### src/rtl/rtc_pkg.sv
// Shared types and constants for the RTC sequencing controller.
package rtc_pkg;

  localparam int RTC_REG_COUNT = 6;
  localparam int BUS_W         = 8;

  typedef enum logic [2:0] {
    ST_IDLE     = 3'd0,
    ST_WR_ISSUE = 3'd1,
    ST_WR_WAIT  = 3'd2,
    ST_RD_ISSUE = 3'd3,
    ST_RD_WAIT  = 3'd4,
    ST_COMMIT   = 3'd5
  } state_t;

  // Register addresses in sweep order: seg, min, hour, day, month, year (LSB first).
  localparam logic [RTC_REG_COUNT*BUS_W-1:0] ADDR_TABLE =
    {8'h26, 8'h25, 8'h24, 8'h23, 8'h22, 8'h21};

  function automatic logic [BUS_W-1:0] reg_addr(input logic [2:0] idx);
    return ADDR_TABLE[int'(idx)*BUS_W +: BUS_W];
  endfunction

endpackage

### src/rtl/rtc_refresh_timer.sv
// Free-running refresh counter; sweep_tick pulses in the cycle the count wraps.
module rtc_refresh_timer #(
  parameter int REFRESH_CYCLES = 100000
) (
  input  logic clk,
  input  logic reset,
  output logic sweep_tick
);

  localparam int CNT_W = $clog2(REFRESH_CYCLES);
  localparam logic [CNT_W-1:0] LAST = CNT_W'(REFRESH_CYCLES - 1);

  logic [CNT_W-1:0] count;

  assign sweep_tick = (count == LAST);

  always_ff @(posedge clk) begin
    if (reset)           count <= '0;
    else if (sweep_tick) count <= '0;
    else                 count <= count + CNT_W'(1);
  end

endmodule

### src/rtl/rtc_scheduler.sv
// Sweeps the six RTC time registers through the bus engine, arbitrates user writes,
// and commits time atomically. Optional watchdog: define RTC_SCHED_TIMEOUT_EN.
module rtc_scheduler
  import rtc_pkg::*;
#(
  parameter int REFRESH_CYCLES = 100000,
  parameter int TIMEOUT_CYCLES = 1024
) (
  input  logic             clk,
  input  logic             reset,
  input  logic             write_req,
  input  logic [BUS_W-1:0] write_addr,
  input  logic [BUS_W-1:0] write_data,
  output logic             write_ack,
  output logic             bus_start,
  output logic             bus_we,
  output logic [BUS_W-1:0] bus_addr,
  output logic [BUS_W-1:0] bus_wdata,
  input  logic             bus_done,
  input  logic [BUS_W-1:0] bus_rdata,
  output logic [BUS_W-1:0] seg,
  output logic [BUS_W-1:0] min,
  output logic [BUS_W-1:0] hour,
  output logic [BUS_W-1:0] day,
  output logic [BUS_W-1:0] month,
  output logic [BUS_W-1:0] year,
  output logic             time_valid,
  output logic             busy,
  output logic             err
);

  if (REFRESH_CYCLES < 64 || TIMEOUT_CYCLES < 2 || TIMEOUT_CYCLES > 2047) begin : g_bad_cfg
    $error("rtc_scheduler: unsupported REFRESH_CYCLES/TIMEOUT_CYCLES");
  end

  state_t           state, state_nxt;
  logic [2:0]       idx;
  logic             sweep_pending;
  logic             sweep_tick;
  logic             take_sweep, wr_done, rd_done, timeout_hit;
  logic [BUS_W-1:0] shadow [RTC_REG_COUNT];

  rtc_refresh_timer #(.REFRESH_CYCLES(REFRESH_CYCLES)) u_timer (
    .clk        (clk),
    .reset      (reset),
    .sweep_tick (sweep_tick)
  );

`ifdef RTC_SCHED_TIMEOUT_EN
  logic [10:0] wd_cnt;
  logic        in_wait;

  assign in_wait     = (state == ST_WR_WAIT) || (state == ST_RD_WAIT);
  assign timeout_hit = in_wait && !bus_done && (wd_cnt == 11'(TIMEOUT_CYCLES - 1));

  always_ff @(posedge clk) begin
    if (reset) begin
      wd_cnt <= '0;
      err    <= 1'b0;
    end else begin
      if (timeout_hit) err <= 1'b1;
      if (in_wait && !bus_done && !timeout_hit) wd_cnt <= wd_cnt + 11'd1;
      else                                      wd_cnt <= '0;
    end
  end
`else
  assign timeout_hit = 1'b0;
  assign err         = 1'b0;
`endif

  always_comb begin
    state_nxt  = state;
    take_sweep = 1'b0;
    wr_done    = 1'b0;
    rd_done    = 1'b0;
    case (state)
      ST_IDLE: begin
        if (write_req) state_nxt = ST_WR_ISSUE;
        else if (sweep_pending) begin
          take_sweep = 1'b1;
          state_nxt  = ST_RD_ISSUE;
        end
      end
      ST_WR_ISSUE: state_nxt = ST_WR_WAIT;
      ST_WR_WAIT: begin
        if (bus_done) begin
          wr_done   = 1'b1;
          state_nxt = ST_IDLE;
        end else if (timeout_hit) state_nxt = ST_IDLE;
      end
      ST_RD_ISSUE: state_nxt = ST_RD_WAIT;
      ST_RD_WAIT: begin
        if (bus_done) begin
          rd_done   = 1'b1;
          state_nxt = (idx == 3'(RTC_REG_COUNT - 1)) ? ST_COMMIT : ST_RD_ISSUE;
        end else if (timeout_hit) state_nxt = ST_IDLE;
      end
      ST_COMMIT: state_nxt = ST_IDLE;
      default:   state_nxt = ST_IDLE;
    endcase
  end

  assign bus_start  = (state == ST_WR_ISSUE) || (state == ST_RD_ISSUE);
  assign write_ack  = wr_done;
  assign time_valid = (state == ST_COMMIT);
  assign busy       = (state != ST_IDLE);

  // Bus request fields are registered on entry to an issue state so they are
  // already stable in the bus_start cycle and hold until bus_done.
  always_ff @(posedge clk) begin
    if (reset) begin
      state         <= ST_IDLE;
      idx           <= '0;
      sweep_pending <= 1'b0;
      bus_we        <= 1'b0;
      bus_addr      <= '0;
      bus_wdata     <= '0;
      for (int i = 0; i < RTC_REG_COUNT; i++) shadow[i] <= '0;
      {seg, min, hour, day, month, year} <= '0;
    end else begin
      state         <= state_nxt;
      // A refresh wrap or a completed write both request one sweep; they never queue.
      sweep_pending <= (sweep_pending && !take_sweep) || sweep_tick || wr_done;
      if (state == ST_IDLE && write_req) begin
        bus_we    <= 1'b1;
        bus_addr  <= write_addr;
        bus_wdata <= write_data;
      end
      if (take_sweep) begin
        idx      <= '0;
        bus_we   <= 1'b0;
        bus_addr <= reg_addr(3'd0);
      end
      if (rd_done) begin
        shadow[idx] <= bus_rdata;
        if (idx != 3'(RTC_REG_COUNT - 1)) begin
          idx      <= idx + 3'd1;
          bus_addr <= reg_addr(idx + 3'd1);
        end
      end
      if (state == ST_COMMIT) begin
        seg   <= shadow[0];
        min   <= shadow[1];
        hour  <= shadow[2];
        day   <= shadow[3];
        month <= shadow[4];
        year  <= shadow[5];
      end
    end
  end

endmodule
### config.mk
export PLATFORM = sky130hd
export DESIGN_NAME = rtc_scheduler
export DESIGN_NICKNAME = d
export VERILOG_FILES = /design/src/rtl/rtc_pkg.sv /design/src/rtl/rtc_refresh_timer.sv /design/src/rtl/rtc_scheduler.sv
export SDC_FILE = /design/constraint.sdc
export NUM_CORES = 1
export LEC_CHECK = 0
export CAP_MARGIN = 20
export CORE_UTILIZATION = 58
export CTS_BUF_LIST = sky130_fd_sc_hd__clkbuf_8
export CTS_CLUSTER_SIZE = 25
export DETAILED_ROUTE_END_ITERATION = 8
export PLACE_DENSITY = 0.9
export SLEW_MARGIN = 30
export SYNTH_ARGS = -nofsm -noshare
export SYNTH_HDL_FRONTEND = slang
export SYNTH_SLANG_ARGS = --single-unit
### constraint.sdc
create_clock -name clk -period 6 [get_ports clk]
set_input_delay 0.9 -clock clk [delete_from_list [all_inputs] [get_ports clk]]
set_output_delay 0.9 -clock clk [all_outputs]
set_load 0.01 [all_outputs]
# [Yosys cells after proc, flatten, opt, wreduce, memory -nomap -nowiden]
# Memory sizes are Yosys's and may differ from the RTL's. A register that Yosys moved wholly into a read port is not among the register bits.
# Cells that the tools add are included.
# W data, S select, Z words.
[word_totals] register_bits=41 ramBits=48 inputBits=28 output_inout_bits=70 wordCells=61 n_memories=1
[mem_list] memory="shadow" depth=6 width=8 read_ports=6 rd_ports_with_merged_regs=6 wr=6 line="rtc_scheduler.sv:41" source="logic [BUS_W-1:0] shadow [RTC_REG_COUNT];"
[op_classes] n_addsub=2 n_eq_ne=11 shifts=1 mux=27 n_reduce_logical=12
[ops] op="$shiftx A48 B7 Y8 const A" count=1
[ops] op="$mux W8" count=5
[ops] op="$mux W3" count=9
[ops] op="$add A17 B1 Y17 const B" count=1
[ops] op="$eq A17 B17 Y1 const B" count=1
[ops] op="$pmux W3 S5" count=1
[ops] op="$mux W1" count=12
[ops] op="$eq A3 B3 Y1 const B" count=3
[ops] op="$reduce_or A8 Y1" count=1
[ops] op="$eq A3 B2 Y1 const B" count=2
[ops] op="$ne A3 B3 Y1 const B" count=2
[ops] op="$ne A2 B2 Y1 const B" count=2
[ops] op="$reduce_or A2 Y1" count=2
[ops] op="$add A3 B1 Y3 const B" count=1
[ops] op="$eq A3 B1 Y1 const B" count=1
[ops] op="$logic_not A3 Y1" count=1
[ops] op="$logic_or A1 B1 Y1" count=3
[ops] op="$reduce_and A3 Y1" count=1
[ops] op="$reduce_bool A3 Y1" count=1
[ops] op="$logic_and A1 B1 Y1" count=2
[ops] op="$logic_not A1 Y1" count=1

# [Depth between registers and ports, before layout]
[logic_depth] word_depth=7 mapped_depth=9 depth_no_buf=6

# [Cells and area by module]
# From an unflattened synthesis, not the netlist that was laid out.
[hier_totals] cells_unflattened=554 hier_area_um2=5455.2
[by_module_without_submodules] mod="rtc_scheduler" n_inst=1 cells_per_inst=466 area_per_inst_um2=4658.2
[by_module_without_submodules] mod="rtc_refresh_timer" n_inst=1 cells_per_inst=88 area_per_inst_um2=797.0

# [Worst setup path after synthesis]
# No wires, ideal clock.
[synth_path] path_kind="input to register" start="input port bus_done" end="memory shadow[1][0] (enable)" setup_time_ns=0.334 arrival_time_ns=1.983 path_slack_ns=3.683 path_stages=5 path_cell_list="and4bb_4 -> nand2_1 -> or4_1 -> buf_2 -> nand2b_1"
[synth_rtl] item="from (decl)" line="rtc_scheduler.sv:19" source="input logic bus_done,"
[synth_rtl] item="to (decl)" line="rtc_scheduler.sv:41"

# [Worst setup path in the final report]
[layout_path] start="register state[0]" end="output port time_valid"
[layout_between] elab_chain_len=1
[layout_rtl] item="from (decl)" line="rtc_scheduler.sv:36" source="state_t state, state_nxt;"
[layout_rtl] item="from (signal assigned)" line="rtc_scheduler.sv:121" source="state <= state_nxt;"
[layout_rtl] item="$eq A3 B3 Y1" line="rtc_scheduler.sv:105" source="assign time_valid = (state == ST_COMMIT);"
[layout_rtl] item="to (decl)" line="rtc_scheduler.sv:27" source="output logic time_valid,"
# No other way between the ends.

==> metrics.txt <==
hpwl dp 8157 um; share of the synthesized area in the top cell type 33.09%; Combinational Power Share 10.7%; Synth warnings 0; Residual DRC 9; Clock Sinks 137; sequential power share 51.8%; Layout Cells excl Fill 772; Initial Util 60.86%; Initial DRC Count 320; Area Growth Syn to Fin 25.02%; Min-Delay Path Class reg2reg; register area share after synthesis 59.85%; ys async rst share 0%; power density over the cells 295.4 nW/um^2; Worst EP required 5.10 ns; io pins 98; library cells used by synthesis 56; synthesized cell area 5385 um^2; Worst-Skew Late Latency 0.43 ns; Die Span X 98.36 um; kind of critical path reg2out; Synth Instances 567; DP Cell Count 740; CP max FO 49; Inserted Diodes 0; fin crit share 61.99%; Mapped Nets 600; setup bufs post-CTS 0; Avg Cell Area, Syn 9.498 um^2; fraction of layout cells with a size suffix above 1 6.024%; remaining global-route overflow 0; Setup violations, final 0; clock power share 37.6%; FF-to-FF setup slack 3.66 ns; Max-Cap Viols 0; kind of end point of the critical path output port; clk slew on worst S/H paths 0.08 ns; Post-synth EDFFs 48; total CTS buffers 17; PostCTS Resize Cnt 0; Hold WS 0.4552 ns; Post-synth top cells nand2_1, dfxtp_1, a21oi_1, nor2_1, edfxtp_1; clk root buf clkbuf_8; setup TNS 0 ns; Final Util 76.09%; antenna viol nets, final 0; fin. max-slew vios 0; vias in the first global route 4258; die span in y 98.36 um; CP peak stage delay 0.68 ns; worst endpoint data arrival time 2.82 ns; FF+latch count, synth 137; # fillers 584; Routed Wire Length 11970 um; Die ar. 9674 um^2; Total GRT Usage 26.29%; Slew HR 46.91%; first-pass GRT wire length 19910 um; RSZ-0062 raised after global routing no; Switching Fraction 24.37%; status finished with violations; Final Hold Fails 0; core area 8848 um^2; failing checks DRC; fin nets 684; iteration count of the initial detailed-routing pass 7; internal power 1.504 mW; Port Buf Inserts 96; CTS tree done; clk buf depth 2; top cells by area, synth dfxtp_1, edfxtp_1, nand2_1, a21oi_1, nor2_1; Switch Pwr 0.4846 mW; Max Clock Freq 268.9 MHz; largest net degree at the start of global routing 80; Top delay family on crit path buffers and inverters; CP Launch Type register; Max H-tree Level 4; area of the multi-input gates 1939 um^2; # rows 34; largest vdd supply drop 175.3 uV; CP cell instances nand2_1, or2_1, buf_4, inv_2, clkdlybuf4s50_1; Post-CTS Hold Fix Bufs 0; most common cell in the synthesized netlist nand2_1; Setup Skew 0.01189 ns; Synth area leader dfxtp_1; Worst-Margin Slew 0.7963 ns; Seq. cell area 3223 um^2; CP max stage cell clkdlybuf4s50_1; Primary FF master, synth dfxtp_1; fin crit period 3.719 ns; DR WL/cell 15.50 um; via/cell ratio 5.567; vias 4298; initial antenna violation count 0; Placer Congestion 0.7781; Buf/Inv on CP 3; P_leak 2.377 nW
logic make-up (layout without fill, tap and decap cells):
family          after synthesis  count (layout)  synth area share [%]
fa+ha+maj                     6               6                 1.348
xor+xnor                     15              15                 2.440
other cells                   1               1               0.06964
mux                           6               6                 1.115
flops                       137             137                 59.85
buf+inv                      51             148                 4.135
simple gates                261             261                 21.59
compound gates               90              90                 9.457
layout by cell type (no fill, tap or decap), drive strengths merged, types with 2 or more instances in the layout:
master         instances
a211o                  2
a21o                   2
a21oi                 65
a221oi                 2
a31oi                  2
and2                  10
buf                    3
bufinv                 3
clkbuf                17
clkdlybuf4s50         95
clkinv                 6
clkinvlp               2
dfxtp                 89
edfxtp                48
ha                     5
inv                   22
mux2i                  6
nand2                145
nand2b                 6
nand3                 10
nand4                  4
nor2                  57
nor2b                  2
nor3                   4
nor4                   6
o21ai                  5
o31ai                  2
or2                    2
or3                    2
or4                    4
xnor2                  9
xor2                   6
registers in the layout, summed over array words and instances, names as in the netlist:
signal and cells:
shadow 48, u_timer.count 17, bus_addr 8, bus_wdata 8, day 8, hour 8, min 8, month 8
seg 8, year 8, idx 3, state 3, bus_we 1, sweep_pending 1
per-stage QoR:
| step | cell area [um^2] | worst slack [ns] | total power, mW |
|---|---|---|---|
| 2_1_floorplan | 5385 | 3.683 | 1.166 |
| 3_3_place_gp | 6336 | 2.821 | 1.253 |
| 3_5_place_dp | 6336 | 2.751 | 1.260 |
| 4_1_cts | 6733 | 2.261 | 1.995 |
| 5_1_grt | 6733 | 2.073 | 2.061 |
| 6_report | 6733 | 2.281 | 1.989 |
metal layers:
metal / global-route usage, % / wire length (um)
met1: 30.58 / 4867
met2: 47.51 / 6274
met3: 6.013 / 573
met4: 9.300 / 252
met5: 0 / 0
final timing paths:
kind	start	end	cells past startpoint
max reg2reg	state[1]	shadow[2][3]	4
min reg2reg	bus_addr[6]	bus_addr[6]	2
min	bus_addr[6]	bus_addr[6]	2
max	state[0]	time_valid	5
power groups by stage:
| stage | logic [mW] | clock network, mW | registers [mW] |
|---|---|---|---|
| after floorplan | 0.121 | 0 | 1.04 |
| after global placement | 0.206 | 0 | 1.05 |
| after detailed placement | 0.210 | 0 | 1.05 |
| after CTS | 0.213 | 0.753 | 1.03 |
| after global routing | 0.232 | 0.795 | 1.03 |
| final | 0.212 | 0.747 | 1.03 |
worst register-to-register path: cells and delay by family (launching register included):
| family | cells | cell delay [ns] |
|---|---|---|
| flip-flops | 1 | 0.42 |
| AND/OR/NAND/NOR | 4 | 1.59 |
cell type report:
cell class | instances | area share (%)
flip-flops and latches | 137 | 47.87
multi-input cells | 379 | 28.81
repair buffers | 98 | 14.42
clock buffers | 17 | 3.475
clock inverters | 15 | 2.416
well taps | 108 | 2.007
inverters | 18 | 1.004
Note: power is estimated with default switching activity, not from simulation.
